<file path="src/rtl/writeback_arbiter.sv">
// writeback_arbiter: per-source result FIFOs, load formatting and round-robin register-file write port.
// Define WRITEBACK_TRACE_EN to print a trace line for every register write.
module writeback_arbiter #(
    parameter int NUM_SRC    = 2,
    parameter int FIFO_DEPTH = 2
) (
    input  logic                  clk,
    input  logic                  rst_n,
    input  logic [NUM_SRC-1:0]    src_valid,
    output logic [NUM_SRC-1:0]    src_ready,
    input  logic [NUM_SRC*32-1:0] src_pc,
    input  logic [NUM_SRC*5-1:0]  src_rd,
    input  logic [NUM_SRC-1:0]    src_we,
    input  logic [NUM_SRC-1:0]    src_is_load,
    input  logic [NUM_SRC*3-1:0]  src_funct3,
    input  logic [NUM_SRC*32-1:0] src_alu_result,
    input  logic [NUM_SRC*32-1:0] src_mem_data,
    output logic                  rf_we,
    output logic [4:0]            rf_rd,
    output logic [31:0]           rf_data,
    output logic [31:0]           rf_pc,
    output logic                  busy
);
    localparam int AW = $clog2(FIFO_DEPTH);
    localparam int PW = AW + 1;
    localparam int SW = (NUM_SRC > 1) ? $clog2(NUM_SRC) : 1;
`ifdef WRITEBACK_TRACE_EN
    localparam int EW = 102;
`else
    localparam int EW = 69;
`endif
    localparam logic [SW-1:0] LAST = SW'(NUM_SRC - 1);

    logic [NUM_SRC-1:0][PW-1:0] wp_q, wp_d, rp_q, rp_d;
    logic [EW-1:0]              mem_q [NUM_SRC][FIFO_DEPTH];
    logic [EW-1:0]              mem_d [NUM_SRC][FIFO_DEPTH];
    logic [NUM_SRC-1:0][EW-1:0] entry;
    logic [NUM_SRC-1:0]         empty, push, gnt;
    logic [SW-1:0]              rr_q, rr_d, g;
    logic                       any;
    logic [EW-1:0]              head;
    logic                       rf_we_q, rf_we_d;
    logic [4:0]                 rf_rd_q, rf_rd_d;
    logic [31:0]                rf_data_q, rf_data_d, rf_pc_q, rf_pc_d;

    function automatic logic [31:0] fmt(input logic ld, input logic [2:0] f3,
                                        input logic [31:0] a, input logic [31:0] m);
        logic [7:0]  b;
        logic [15:0] h;
        b = 8'(m >> {a[1:0], 3'b000});
        h = a[1] ? m[31:16] : m[15:0];
        return !ld        ? a :
               f3 == 3'b000 ? {{24{b[7]}}, b} :
               f3 == 3'b001 ? {{16{h[15]}}, h} :
               f3 == 3'b010 ? m :
               f3 == 3'b100 ? {24'b0, b} :
               f3 == 3'b101 ? {16'b0, h} : 32'b0;
    endfunction

    always_comb begin
        for (int i = 0; i < NUM_SRC; i++) begin
            empty[i]     = wp_q[i] == rp_q[i];
            src_ready[i] = !(wp_q[i][AW-1:0] == rp_q[i][AW-1:0] && wp_q[i][PW-1] != rp_q[i][PW-1]);
            push[i]      = src_valid[i] && src_ready[i] && src_we[i] && src_rd[i*5 +: 5] != 5'd0;
`ifdef WRITEBACK_TRACE_EN
            entry[i] = {src_is_load[i], src_alu_result[i*32 +: 32], src_pc[i*32 +: 32], src_rd[i*5 +: 5],
                        fmt(src_is_load[i], src_funct3[i*3 +: 3], src_alu_result[i*32 +: 32], src_mem_data[i*32 +: 32])};
`else
            entry[i] = {src_pc[i*32 +: 32], src_rd[i*5 +: 5],
                        fmt(src_is_load[i], src_funct3[i*3 +: 3], src_alu_result[i*32 +: 32], src_mem_data[i*32 +: 32])};
`endif
        end
        // first non-empty FIFO at or after rr wins
        any = 1'b0;
        g   = '0;
        for (int k = 0; k < NUM_SRC; k++) begin
            if (!any && !empty[(int'(rr_q) + k) % NUM_SRC]) begin
                any = 1'b1;
                g   = SW'((int'(rr_q) + k) % NUM_SRC);
            end
        end
        gnt  = {{(NUM_SRC-1){1'b0}}, any} << g;
        head = mem_q[g][rp_q[g][AW-1:0]];
        mem_d = mem_q;
        for (int i = 0; i < NUM_SRC; i++) begin
            wp_d[i] = wp_q[i] + PW'(push[i]);
            rp_d[i] = rp_q[i] + PW'(gnt[i]);
            if (push[i]) mem_d[i][wp_q[i][AW-1:0]] = entry[i];
        end
        rr_d      = any ? (g == LAST ? '0 : g + 1'b1) : rr_q;
        rf_we_d   = any;
        rf_rd_d   = any ? head[36:32] : rf_rd_q;
        rf_data_d = any ? head[31:0]  : rf_data_q;
        rf_pc_d   = any ? head[68:37] : rf_pc_q;
    end

    always_ff @(posedge clk or negedge rst_n) begin
        if (!rst_n) begin
            wp_q      <= '0;
            rp_q      <= '0;
            rr_q      <= '0;
            rf_we_q   <= 1'b0;
            rf_rd_q   <= '0;
            rf_data_q <= '0;
            rf_pc_q   <= '0;
            for (int i = 0; i < NUM_SRC; i++)
                for (int j = 0; j < FIFO_DEPTH; j++)
                    mem_q[i][j] <= '0;
        end else begin
            wp_q      <= wp_d;
            rp_q      <= rp_d;
            rr_q      <= rr_d;
            rf_we_q   <= rf_we_d;
            rf_rd_q   <= rf_rd_d;
            rf_data_q <= rf_data_d;
            rf_pc_q   <= rf_pc_d;
            mem_q     <= mem_d;
`ifdef WRITEBACK_TRACE_EN
            if (any && head[101])
                $display("0x%04h: x%02d = 0x%08h <- mem[0x%08h]", head[52:37], head[36:32], head[31:0], head[100:69]);
            else if (any)
                $display("0x%04h: x%02d = 0x%08h", head[52:37], head[36:32], head[31:0]);
`endif
        end
    end

    assign rf_we   = rf_we_q;
    assign rf_rd   = rf_rd_q;
    assign rf_data = rf_data_q;
    assign rf_pc   = rf_pc_q;
    assign busy    = any || rf_we_q;
endmodule

</file>
<file path="config.mk">
export PLATFORM = sky130hd
export DESIGN_NAME = writeback_arbiter
export DESIGN_NICKNAME = d
export VERILOG_FILES = /design/src/rtl/writeback_arbiter.sv
export SDC_FILE = /design/constraint.sdc
export NUM_CORES = 1
export LEC_CHECK = 0
export CAP_MARGIN = 5
export CORE_ASPECT_RATIO = 0.8
export CORE_UTILIZATION = 49
export DETAILED_ROUTE_END_ITERATION = 16
export HOLD_SLACK_MARGIN = 0.06
export PLACE_DENSITY = 0.82
export SYNTH_ARGS = -nofsm -noshare
export SYNTH_HDL_FRONTEND = slang
export SYNTH_SLANG_ARGS = --single-unit
</file>
<file path="constraint.sdc">
create_clock -name clk -period 2.6 [get_ports clk]
set_input_delay 0.65 -clock clk [delete_from_list [all_inputs] [get_ports clk]]
set_output_delay 0.65 -clock clk [all_outputs]
set_load 0.005 [all_outputs]
</file>
* Word level (Yosys, flattened, before mapping)
Cells that the tools add are included.
Widths: inputs -> output; s select.
** Storage, ports and cells
- Flip-flop bits (word level) :: 355
- Bits of input ports :: 216
- Output and inout bits :: 73
** Cells by class
- Bitwise gates (word level) :: 5
- Equal/unequal tests :: 14
- Shift-type cells :: 3
- Add/sub/neg operators :: 6
- Reductions and logical operators :: 19
- $lt $le $gt $ge :: 9
- Mux-type cells :: 38
** Operators with widths (count)
- $mux 138 :: 3
- $mux 69 :: 5
- $bwmux 138 :: 2
- $mux 32 :: 8
- $demux 69 s1 :: 2
- $mux 16 :: 6
- $shr 32x5->8 :: 2
- $eq 3x3->1 const B :: 4
- $mux 1 :: 12
- $logic_and 1x1->1 :: 11
- $reduce_bool 5->1 :: 2
- $add 2x1->2 :: 4
- $ge 2x2->1 const B :: 4
- $not 1->2 :: 4
- $eq 3x1->1 const B :: 2
- $eq 3x2->1 const B :: 2
- $logic_not 3->1 :: 2
- $eq 2x2->1 :: 2
- $lt 1x2->1 const B :: 2
- $lt 2x1->1 const B :: 2
- $logic_not 1->1 :: 3
- $lt 2x3->1 const B :: 1
- $add 1x1->1 const B :: 2
- $eq 1x1->1 :: 2
- other kinds (4) :: 5

* Depth between registers and ports, before layout
- Word-level depth :: 15
- Depth in mapped cells :: 12
- Depth with buffers taken out :: 8

* Worst setup path before layout
OpenSTA, ideal clock, no wires.
- Path kind :: reg-to-reg
- From :: register wp_q[3] (netlist name)
- To :: register mem_q[30] (netlist name)
- Cell stages (with the launch flop) :: 12
- Required time :: 2518 ps
- Arrival time :: 2684 ps
- Path slack :: -166 ps
- Cells stage by stage :: dfrtp_1 xnor2_1 clkbuf_1 nand2b_1 nand3_1 a21oi_1 ha_1 clkbuf_1 clkbuf_1 clkbuf_1 o21ai_0 o22ai_1
** Between the ends
- Longest elaborated chain between the ends :: 6
** Ends and longest elaborated chain
- start, declared :: line 34 : logic [NUM_SRC-1:0][PW-1:0] wp_q, wp_d, rp_q, rp_d;
- start signal, assigned :: line 110 : wp_q <= wp_d;
- $ne 1x1->1 :: line 63 : src_ready[i] = !(wp_q[i][AW-1:0] == rp_q[i][AW-1:0] && wp_q[i][PW-1] != rp_q[i][PW-1]);
- $logic_and 1x1->1 :: line 63
- $logic_not 1->1 :: line 63
- named net src_ready[1] :: line 10 : output logic [NUM_SRC-1:0] src_ready,
- $logic_and 1x1->1 (3 in series) :: line 64 : push[i] = src_valid[i] && src_ready[i] && src_we[i] && src_rd[i*5 +: 5] != 5'd0;
- end signal, assigned :: line 117 : mem_q <= mem_d;
- end, declared :: line 35 : logic [EW-1:0] mem_q [NUM_SRC][FIFO_DEPTH];
The timed path passes the listed nets, and every way through them passes these cells.
A chain may end at the register's enable or synchronous reset.

* Worst setup path after layout
- From :: register rp_q[3] (netlist name)
- To :: output src_ready[1]
** Between the ends
- Longest elaborated chain between the ends :: 3
** Ends and longest elaborated chain
- start, declared :: line 34
- start signal, assigned :: line 111 : rp_q <= rp_d;
- $ne 1x1->1 :: line 63
- $logic_and 1x1->1 :: line 63
- $logic_not 1->1 :: line 63
- end, declared :: line 10
Every way passes these cells.

==> impl_results.md <==
* Worst flop-to-flop path startpoint: rp_q[0]
* Reg2Reg Capture Point: mem_q[156]
* First-pass GRT wire length at 91200 um
* Hold Crit Start: wp_q[1]
* Count of max-cap constraint violations at 0
* Vias per std cell at 6.29
* Wire length per cell at 23.8 um
* Final setup TNS at 0 ns
* Final #Nets at 2188
* Setup CP Type: reg -> out
* Worst Setup End Kind: output port
* Post-synth top area cell: dfrtp_1
* Latest clock arrival within the worst-skew pair at 0.55 ns
* Sequential cell area fraction in the yosys report at 0.484
* Synthesized net count at 1884
* EDFF count, synth at 0
* Share of flip-flops with an asynchronous set or reset at 1.00
* Grt met1 use at 0.462
* Worst R2R Setup Slack at 0.10 ns
* VDD IR max at 1340 uV
* CTS tree: built
* CP required at 1.95 ns
* Worst Path Max Fanout at 4
* Count leader, synth: dfrtp_1
* PortBufs at 288
* FP Rows at 62
* Total Die Area at 38200 um2
* Busiest layer in global routing: met1
* Synthesized flop and latch total at 355
* Placeable Area at 36400 um2
* Worst-Margin Slew at 0.946 ns
* Unique cell type count in the Yosys netlist at 53
* Die X at 218 um
* Final worst path period share at 0.979
* Synth top area cells: dfrtp_1 48%, mux2_2 9.5%, mux2i_1 9.1%
* DRC viols at 0
* Total CTS buffers at 38
* Dpl cell area at 22600 um2
* Iter 0 DRT Violations at 1550
* Outcome: finished, final reports clean
* Met3 GRT Util at 0.0536
* Syn_area_per_cell at 11.0 um2
* Hold Path Class: reg -> reg
* Static Leakage at 0.0100 uW
* GRT Overall Usage at 0.309
* Via count at 15600
* Clock Path Buffers at 3
* Mapped cell area at 18300 um2
* Hold worst-path end: wp_q[1]
* Max Slew Vio Count at 0
* Post-route ant nets at 0
* CTS Root Buffer Type: clkbuf_16
* Cell Pwr Density at 1360 nW/um2
* Top cell type's share of synthesized area at 0.484
* Synth cell count leaders: 355 x dfrtp_1, 167 x mux2i_1, 154 x mux2_2
* RSZ-0062 raised after global routing: false
* Cell area after layout at 23900 um2
* Slew Limit Headroom at 0.369
* Final Core Density at 0.657
* Reg clk slew, reported paths at 0.06 ns
* M2 GR Usage at 0.451
* Worst reg-to-reg path cell count at 10
* Largest net degree at the start of global routing at 140
* Routed WL at 59000 um
* H-tree depth at 2
* TritonCTS Sinks at 355
* Synth warnings at 0
* Peak Freq at 393 MHz
* Final setup vio count at 0
* GRT overflow at 0
* First-pass DRT Iterations at 6
* Hold Vio Cnt, Final at 0
* Hold depth at 1
* CP arrival at 1.89 ns
* Initial antenna violation count at 2
* Post-Synthesis Cells at 1662
* Ratio of cells with drive above 1 in the final layout at 0.203
* Io pins at 289
* Dpl hpwl at 40900 um
* Vias in the first global route at 15500
* Main synth FF type: dfrtp_1
* Worst setup SP type: flop
* Max Clock Skew at 0.0256 ns
* Die height at 175 um
* P&R area growth vs syn at 30.2%
* GP Congestion at 0.893
* Initial Utilization at 0.504
* Final critical-path required period at 2.54 ns
[metal layers]
| layer | wire length (um) | share of wire | vias to the layer above |
|---|---|---|---|
| li1 | - | - | 6863 |
| met1 | 26700 | 0.45 | 7841 |
| met2 | 25800 | 0.44 | 767 |
| met3 | 4490 | 0.076 | 124 |
| met4 | 1960 | 0.033 | 0 |
| met5 | 0 | 0 | - |
[worst max path at each step]
stage	from	end	slack, ns	cells past startpoint
after floorplan	wp_q[3]	mem_q[65]	0.005	9
after CTS	rp_q[0]	src_ready[0]	0.01	3
after global placement	src_funct3[3]	mem_q[100]	-0.25	6
final	rp_q[3]	src_ready[1]	0.06	3
after detailed placement	src_funct3[3]	mem_q[100]	-0.33	6
after global routing	rp_q[3]	src_ready[1]	0.006	3
[registers in the layout (all words and copies together) (netlist names)]
signal   flops
rf_data     32
rr_q         1
mem_q      276
rf_we        1
rf_rd        5
rp_q         4
wp_q         4
rf_pc       32
[timing repair]
action	CTS	global route
hold endpoints to repair	35	0
buffers inserted	1	0
endpoints found under the setup margin	2	40
pin swaps	1	1
hold buffers	1	0
gates resized for setup	6	5
[layout by cell type, fill, tap and decap left out, drive strengths merged, types with 56 or more instances in the layout]
master and instances:
buf 131, mux2 154, mux2i 167, o21ai 91, clkbuf 58, o22ai 56, a221oi 138, inv 58
nor2 102, clkdlybuf4s50 284, a211oi 82, dfrtp 355
[worst max-delay path, cell delays in order, from the launching register on]
cell and delay, ns:
dfrtp_2 0.45, xnor2_4 0.23, nand2b_4 0.19, clkdlybuf4s50_1 0.50
[power breakdown]
| part | total (uW) | internal (uW) | switching, uW |
|---|---|---|---|
| sequential | 10200 | 8500 | 1690 |
| combinational | 17000 | 7770 | 9200 |
| clock | 5340 | 3070 | 2280 |
| total | 32500 | 19300 | 13200 |
[cells by family after synthesis]
family | share of synthesized area
adder cells (fa/ha/maj) | 0.00409
AO/OA/AOI/OAI | 0.199
buffers and inverters | 0.0458
XOR/XNOR | 0.00423
AND/OR/NAND/NOR | 0.0718
flip-flops | 0.484
multiplexers | 0.191
[cell type report]
cell class                      count  area (um2)
Antenna cell                        2        5.00
Clock buffer                       58        1150
Clock inverter                     12        87.6
Fill cell                        2707       12500
Inverter                           56         210
Multi-Input combinational cell   1098        8740
Sequential cell                   355        8890
Tap cell                          480         601
Timing Repair Buffer              417        4210
[stage by stage]
stage	setup slack (ns)	power, uW	instances	hold WS [ns]
2_1_floorplan	0.00548	20400	1662	0.354
3_3_place_gp	-0.248	26100	2404	0.474
3_5_place_dp	-0.332	26800	2404	0.473
4_1_cts	0.0119	32300	2476	0.490
5_1_grt	0.00575	34300	2478	0.505
6_report	0.0557	32500	2478	0.490
Note: power is estimated with default switching activity, not from simulation.
